===== config.mk =====
export PLATFORM = sky130hd
export DESIGN_NAME = control_unit
export DESIGN_NICKNAME = d
export VERILOG_FILES = /design/src/rtl/control_unit.sv
export SDC_FILE = /design/constraint.sdc
export NUM_CORES = 1
export LEC_CHECK = 0
export ABC_AREA = 1
export CORE_ASPECT_RATIO = 1.2
export CORE_MARGIN = 3
export CORE_UTILIZATION = 30
export DETAILED_ROUTE_END_ITERATION = 10
export PLACE_DENSITY = 0.55
export SLEW_MARGIN = 20
export SYNTH_ARGS = -nofsm -noshare
export SYNTH_HDL_FRONTEND = slang
export SYNTH_SLANG_ARGS = --single-unit
export TNS_END_PERCENT = 50

===== constraint.sdc =====
create_clock -name clk -period 2.3 [get_ports clk]
set_clock_uncertainty 0.1 [all_clocks]
set_input_delay 0.46 -clock clk [delete_from_list [all_inputs] [get_ports clk]]
set_output_delay 0.46 -clock clk [all_outputs]
set_load 0.005 [all_outputs]

===== src/rtl/control_unit.sv =====
// control_unit: multi-cycle sequencer that fetches, decodes and steps each instruction
// through ALU, register-file and data-RAM handshakes using a seven-state Moore FSM.
module control_unit #(
    parameter int unsigned OPCODE_WIDTH = 5,
    parameter int unsigned FIELD_WIDTH  = 9,
    parameter int unsigned PC_WIDTH     = 32
) (
    input  logic                    clk,
    input  logic                    rst,
    input  logic [31:0]             instr,
    input  logic [3:0]              alu_flags,
    input  logic                    mem_ack,
    output logic [PC_WIDTH-1:0]     pc_out,
    output logic                    alu_en,
    output logic [OPCODE_WIDTH-1:0] alu_op,
    output logic [FIELD_WIDTH-1:0]  rs1_addr,
    output logic [FIELD_WIDTH-1:0]  rs2_addr,
    output logic                    rf_we,
    output logic [FIELD_WIDTH-1:0]  rf_waddr,
    output logic [1:0]              wb_sel,
    output logic                    mem_req,
    output logic                    mem_we,
    output logic [FIELD_WIDTH-1:0]  mem_addr,
    output logic [3:0]              flags_q,
    output logic                    halted,
    output logic                    illegal
);

    localparam int unsigned DST_LSB  = OPCODE_WIDTH;
    localparam int unsigned SRC1_LSB = DST_LSB + FIELD_WIDTH;
    localparam int unsigned SRC2_LSB = SRC1_LSB + FIELD_WIDTH;
    localparam int unsigned Z_BIT    = 2;

    localparam logic [1:0] WB_ALU = 2'b00;
    localparam logic [1:0] WB_MEM = 2'b01;
    localparam logic [1:0] WB_RS1 = 2'b10;

    localparam logic [OPCODE_WIDTH-1:0] OP_ALU_LO = OPCODE_WIDTH'(1);
    localparam logic [OPCODE_WIDTH-1:0] OP_ALU_HI = OPCODE_WIDTH'(17);
    localparam logic [OPCODE_WIDTH-1:0] OP_CMP    = OPCODE_WIDTH'(18);
    localparam logic [OPCODE_WIDTH-1:0] OP_LOADI  = OPCODE_WIDTH'(20);
    localparam logic [OPCODE_WIDTH-1:0] OP_STORE  = OPCODE_WIDTH'(21);
    localparam logic [OPCODE_WIDTH-1:0] OP_MOV    = OPCODE_WIDTH'(22);
    localparam logic [OPCODE_WIDTH-1:0] OP_J      = OPCODE_WIDTH'(23);
    localparam logic [OPCODE_WIDTH-1:0] OP_BEQ    = OPCODE_WIDTH'(24);
    localparam logic [OPCODE_WIDTH-1:0] OP_HLT    = OPCODE_WIDTH'(25);

    typedef enum logic [2:0] {
        ST_FETCH,
        ST_DECODE,
        ST_EXEC,
        ST_BR,
        ST_MEM,
        ST_WB,
        ST_HALT
    } state_e;

    state_e                  state_q, state_d;
    logic [31:0]             ir_q, ir_d;
    logic [PC_WIDTH-1:0]     pc_q, pc_d, pc_inc;
    logic [3:0]              flags_d;

    logic                    alu_en_q, alu_en_d;
    logic [OPCODE_WIDTH-1:0] alu_op_q, alu_op_d;
    logic [FIELD_WIDTH-1:0]  rs1_addr_q, rs1_addr_d;
    logic [FIELD_WIDTH-1:0]  rs2_addr_q, rs2_addr_d;
    logic                    rf_we_q, rf_we_d;
    logic [FIELD_WIDTH-1:0]  rf_waddr_q, rf_waddr_d;
    logic [1:0]              wb_sel_q, wb_sel_d;
    logic                    mem_req_q, mem_req_d;
    logic                    mem_we_q, mem_we_d;
    logic [FIELD_WIDTH-1:0]  mem_addr_q, mem_addr_d;
    logic                    halted_q, halted_d;

    logic [OPCODE_WIDTH-1:0] op_in, op_ir, op_nx;
    logic [FIELD_WIDTH-1:0]  dst_ir, dst_nx, src1_nx, src2_nx;

    assign op_in   = instr[OPCODE_WIDTH-1:0];
    assign op_ir   = ir_q[OPCODE_WIDTH-1:0];
    assign dst_ir  = ir_q[DST_LSB +: FIELD_WIDTH];
    assign op_nx   = ir_d[OPCODE_WIDTH-1:0];
    assign dst_nx  = ir_d[DST_LSB +: FIELD_WIDTH];
    assign src1_nx = ir_d[SRC1_LSB +: FIELD_WIDTH];
    assign src2_nx = ir_d[SRC2_LSB +: FIELD_WIDTH];
    assign pc_inc  = pc_q + PC_WIDTH'(1);

    function automatic logic is_alu(input logic [OPCODE_WIDTH-1:0] op);
        return (op >= OP_ALU_LO) && (op <= OP_ALU_HI);
    endfunction

    function automatic logic is_illegal(input logic [OPCODE_WIDTH-1:0] op);
        return (op == '0) || (op > OP_HLT);
    endfunction

    // Next state, architectural state updates, and the decode-time illegal pulse
    always_comb begin
        state_d = state_q;
        ir_d    = ir_q;
        pc_d    = pc_q;
        flags_d = flags_q;
        illegal = 1'b0;
        case (state_q)
            ST_FETCH: state_d = ST_DECODE;
            ST_DECODE: begin
                ir_d = instr;
                if (is_alu(op_in) || (op_in == OP_CMP) || (op_in == OP_BEQ)) begin
                    state_d = ST_EXEC;
                end else if ((op_in == OP_LOADI) || (op_in == OP_STORE)) begin
                    state_d = ST_MEM;
                end else if (op_in == OP_MOV) begin
                    state_d = ST_WB;
                end else if (op_in == OP_J) begin
                    state_d = ST_BR;
                end else if (op_in == OP_HLT) begin
                    state_d = ST_HALT;
                end else begin
                    // NOP and undefined opcodes both retire here
                    illegal = is_illegal(op_in);
                    state_d = ST_FETCH;
                    pc_d    = pc_inc;
                end
            end
            ST_EXEC: state_d = is_alu(op_ir) ? ST_WB : ST_BR;
            ST_BR: begin
                state_d = ST_FETCH;
                if (op_ir == OP_J) begin
                    pc_d = PC_WIDTH'(dst_ir);
                end else begin
                    flags_d = alu_flags;
                    pc_d    = ((op_ir == OP_BEQ) && alu_flags[Z_BIT]) ? PC_WIDTH'(dst_ir) : pc_inc;
                end
            end
            ST_MEM: begin
                if (mem_ack) begin
                    if (op_ir == OP_STORE) begin
                        state_d = ST_FETCH;
                        pc_d    = pc_inc;
                    end else begin
                        state_d = ST_WB;
                    end
                end
            end
            ST_WB: begin
                state_d = ST_FETCH;
                pc_d    = pc_inc;
                if (is_alu(op_ir)) begin
                    flags_d = alu_flags;
                end
            end
            ST_HALT: state_d = ST_HALT;
            default: state_d = ST_FETCH;
        endcase
    end

    // Moore output decode of the upcoming state/IR, registered below
    always_comb begin
        alu_en_d   = 1'b0;
        alu_op_d   = '0;
        rs1_addr_d = '0;
        rs2_addr_d = '0;
        rf_we_d    = 1'b0;
        rf_waddr_d = '0;
        wb_sel_d   = WB_ALU;
        mem_req_d  = 1'b0;
        mem_we_d   = 1'b0;
        mem_addr_d = '0;
        halted_d   = 1'b0;
        case (state_d)
            ST_EXEC: begin
                alu_en_d   = 1'b1;
                alu_op_d   = (op_nx == OP_BEQ) ? OP_CMP : op_nx;
                rs1_addr_d = src1_nx;
                rs2_addr_d = src2_nx;
            end
            ST_MEM: begin
                mem_req_d = 1'b1;
                if (op_nx == OP_STORE) begin
                    mem_we_d   = 1'b1;
                    mem_addr_d = dst_nx;
                    rs1_addr_d = src1_nx;
                end else begin
                    mem_addr_d = src1_nx;
                end
            end
            ST_WB: begin
                rf_we_d    = 1'b1;
                rf_waddr_d = dst_nx;
                if (op_nx == OP_MOV) begin
                    wb_sel_d   = WB_RS1;
                    rs1_addr_d = src1_nx;
                end else if (op_nx == OP_LOADI) begin
                    wb_sel_d = WB_MEM;
                end
            end
            ST_HALT: halted_d = 1'b1;
            default: halted_d = 1'b0;
        endcase
    end

    always_ff @(posedge clk) begin
        if (!rst) begin
            state_q    <= ST_FETCH;
            ir_q       <= '0;
            pc_q       <= '0;
            flags_q    <= '0;
            alu_en_q   <= 1'b0;
            alu_op_q   <= '0;
            rs1_addr_q <= '0;
            rs2_addr_q <= '0;
            rf_we_q    <= 1'b0;
            rf_waddr_q <= '0;
            wb_sel_q   <= WB_ALU;
            mem_req_q  <= 1'b0;
            mem_we_q   <= 1'b0;
            mem_addr_q <= '0;
            halted_q   <= 1'b0;
        end else begin
            state_q    <= state_d;
            ir_q       <= ir_d;
            pc_q       <= pc_d;
            flags_q    <= flags_d;
            alu_en_q   <= alu_en_d;
            alu_op_q   <= alu_op_d;
            rs1_addr_q <= rs1_addr_d;
            rs2_addr_q <= rs2_addr_d;
            rf_we_q    <= rf_we_d;
            rf_waddr_q <= rf_waddr_d;
            wb_sel_q   <= wb_sel_d;
            mem_req_q  <= mem_req_d;
            mem_we_q   <= mem_we_d;
            mem_addr_q <= mem_addr_d;
            halted_q   <= halted_d;
        end
    end

    assign pc_out   = pc_q;
    assign alu_en   = alu_en_q;
    assign alu_op   = alu_op_q;
    assign rs1_addr = rs1_addr_q;
    assign rs2_addr = rs2_addr_q;
    assign rf_we    = rf_we_q;
    assign rf_waddr = rf_waddr_q;
    assign wb_sel   = wb_sel_q;
    assign mem_req  = mem_req_q;
    assign mem_we   = mem_we_q;
    assign mem_addr = mem_addr_q;
    assign halted   = halted_q;

endmodule


==> results.yml <==
synth:
  yosys_warnings: 0
  post_synth_num_cell_types: 38
  syn_avg_cell_area_um2: 7.23
  synth_fa_ha_area_share_pct: 0.241
  synth_compound_area_share_pct: 8.68
  synthMuxAreaShare_pct: 1.35
  synth_top_family_by_area: "simple AND/OR/NAND/NOR gates"
  synth_area_leaders: "dfxtp_1 46%, nor2_1 11%, nand2_1 10%"
  yosysTopAreaCell: "dfxtp_1"
  synth_nets: 758
  synth_xor_xnor_area_share_pct: 1.18
  post-synth-top-area-fraction_pct: 45.9
  synth-seq-cells: 119
  synth_cells: 718
  synth-seq-area-share_pct: 45.9
  yosys.area_share.simple_pct: 34.0
  synth_area_mm2: 0.00519
run:
  max_cap_violations: 0
critical_path:
  path_depth: 7
  cp_slowest_stage_delay_ns: 0.27
  critPathLaunchType: "input port"
  worstPathMaxFanout: 4
  crit_required_ns: 1.74
  r2r_cells: 12
  path_buf_inv: 2
  endpoint_kind: "output pin"
  cp_slowest_cell: "dlygate4sd2_1"
  path_delay_family: "buffers and inverters"
  crit_type: "input port to output pin"
  cp_data_arrival_time_ns: 1.61
  crit_chain: "dlygate4sd2_1 > nor2_1 > nand3_1 > a21oi_2 > nand2_2 > a211oi_2 > buf_2"
placement:
  postPlaceCellArea_mm2: 0.00700
  dp.cells: 1086
  hpwl_mm: 10.9
  gp_congestion: 0.898
  post-place-ws_ns: -0.565
  port_buffers: 123
clocking:
  clockBufferDepth: 2
  path_clk_slew_ns: 0.06
  cts_tree: "done"
  cts.htree.levels: 4
  root_buffer: "clkbuf_16"
  clock_latency_ns: 0.42
  cts_buffers: 17
  cts_hold_buf: 0
  clkSinkCount: 119
global_routing:
  track_usage_pct: 16.1
  gr-total-overflow: 0
  grt_pass1_vias: 5006
  antenna_found_initial: 0
  use_met3_pct: 4.19
  grt_pass1_wl_mm: 24.2
  gr-max-usage-layer: "met2"
  grt_max_degree: 39
  use_met1_pct: 19.6
  gr-usage-met2_pct: 27.1
worst_hold_path:
  whs_path_depth: 2
  min_path_type: "flip-flop to flip-flop"
pwr:
  clkPwrFrac_pct: 42.7
  vdd_drop_max_mv: 0.461
  power.leakage_nw: 3.22
  total_power_w: 0.00597
  swShare_pct: 29.3
  p_switching_w: 0.00175
  p_per_area_mw_per_mm2: 787
  pwr-share-seq_pct: 38.1
  intPower_w: 0.00422
  comb_power_share_pct: 19.1
detailed_routing:
  antenna_left: 0
  wl_per_cell_um: 13.0
  wl_mm: 14.6
  vias: 4986
  viasPerCell: 4.45
  route.detailed.drc: 0
  first_pass_iters: 4
  detail_route.iter0.violations: 291
finish:
  area_growth_pct: 46.0
  antenna_cells: 0
  fill_cells: 1734
  layout-drive-gt1-share_pct: 15.4
  final_cell_mix: "149 x nor2_1, 138 x nand2_1, 119 x dfxtp_1"
  nets: 931
  finish.instance_area_mm2: 0.00758
  layout_commonest_cell: "nor2_1"
  stdcell_count: 1120
die:
  fp-row-count: 52
  die_area_mm2: 0.0189
  die_w_um: 126
  die_h_um: 150
  num_io_pins: 124
  core_mm2: 0.0169
  start_util_pct: 30.7
sta:
  layout_setup_ws_ns: 0.133
  post-route-period-util_pct: 94.2
  setup_violations: 0
  maxSlewHeadroom_pct: 69.8
  fmax_ghz: 0.461
  whs_ns: 0.381
  worstMarginPinSlew_ns: 0.451
  rsz0062_at_grt: "no"
  drv_slew: 0
  period_minus_slack_ns: 2.17
  hold_viol_final: 0
run_status:
  run_status: "finished, final reports clean"
## worst paths after layout
path                                     to       start  slack (ns)
worst min register to register   flags_q[2]  flags_q[2]        0.38
worst min-delay path             flags_q[2]  flags_q[2]        0.38
worst max register to register  rs1_addr[7]  state_q[1]        0.18
worst max-delay path                illegal    instr[2]        0.13
## power by group through the flow
stage / clock, W / combinational (W) / sequential (W)
floorplan: 0 / 0.000663 / 0.00231
global placement: 0 / 0.00115 / 0.00232
detailed placement: 0 / 0.00115 / 0.00232
CTS: 0.00261 / 0.00116 / 0.00227
global route: 0.00272 / 0.00128 / 0.00229
finish: 0.00255 / 0.00114 / 0.00228
## registers in the layout, indices dropped and copies added, names as in the netlist
register  count
ir_q         32
halted        1
pc_out       32
state_q       3
alu_op        5
rs2_addr      9
rf_we         1
rs1_addr      9
wb_sel        2
alu_en        1
flags_q       4
rf_waddr      9
mem_we        1
mem_addr      9
mem_req       1
## repair_timing
action | CTS | global route
setup buffers | 0 | 2
setup endpoints to repair | 1 | 1
resized for setup | 10 | 4
pin swaps | 2 | 4
## area by class of cell
type	instances	area (µm²)	area share, %
multi-input cells	492	2370	31.2
flip-flops and latches	119	2380	31.4
clock inverters	15	144	1.90
well taps	216	270	3.56
repair buffers	177	1680	22.1
inverters	84	315	4.16
clock buffers	17	425	5.61
## logic make-up (layout without fill, tap and decap cells)
| family | Yosys count | count (layout) |
|---|---|---|
| buf+inv | 107 | 293 |
| compound gates | 78 | 78 |
| mux | 7 | 7 |
| flops | 119 | 119 |
| xor+xnor | 7 | 7 |
| fa+ha+maj | 1 | 1 |
| simple gates | 399 | 399 |
## worst min-delay path: cells and delay by family (launching register included)
family           cells  cell delay (ns)
DFF                  1             0.32
and+or+nand+nor      2             0.13
## per-stage QoR
step	utilization, %	setup TNS, ns
6_report	44.8	0
5_1_grt	44.8	0
4_1_cts	44.7	0
3_5_place_dp	41.4	-11.46
3_3_place_gp	41.4	-9.35
2_1_floorplan	-	0
## per-layer routing
metal | wire length, µm | vias to the layer above
li1 | - | 2614
met1 | 6610 | 2213
met2 | 6890 | 132
met3 | 786 | 27
met4 | 291 | 0
met5 | 0 | -
## synth_stat cells (all sizes together)
cell and number:
mux2i 7, inv 83, a21oi 25, nor3 17, nor3b 2, nor4 4
nand3 35, or2 10, and3 1, ha 1, dfxtp 119, buf 15
clkbuf 8, xnor2 2, xor2 5, nand3b 4, nand4 17, a31o 1
o211a 2, nand2 142, clkinv 1, o21ai 48, a211oi 1, nor2 167
a21boi 1
Note: power is estimated with default switching activity, not from simulation.
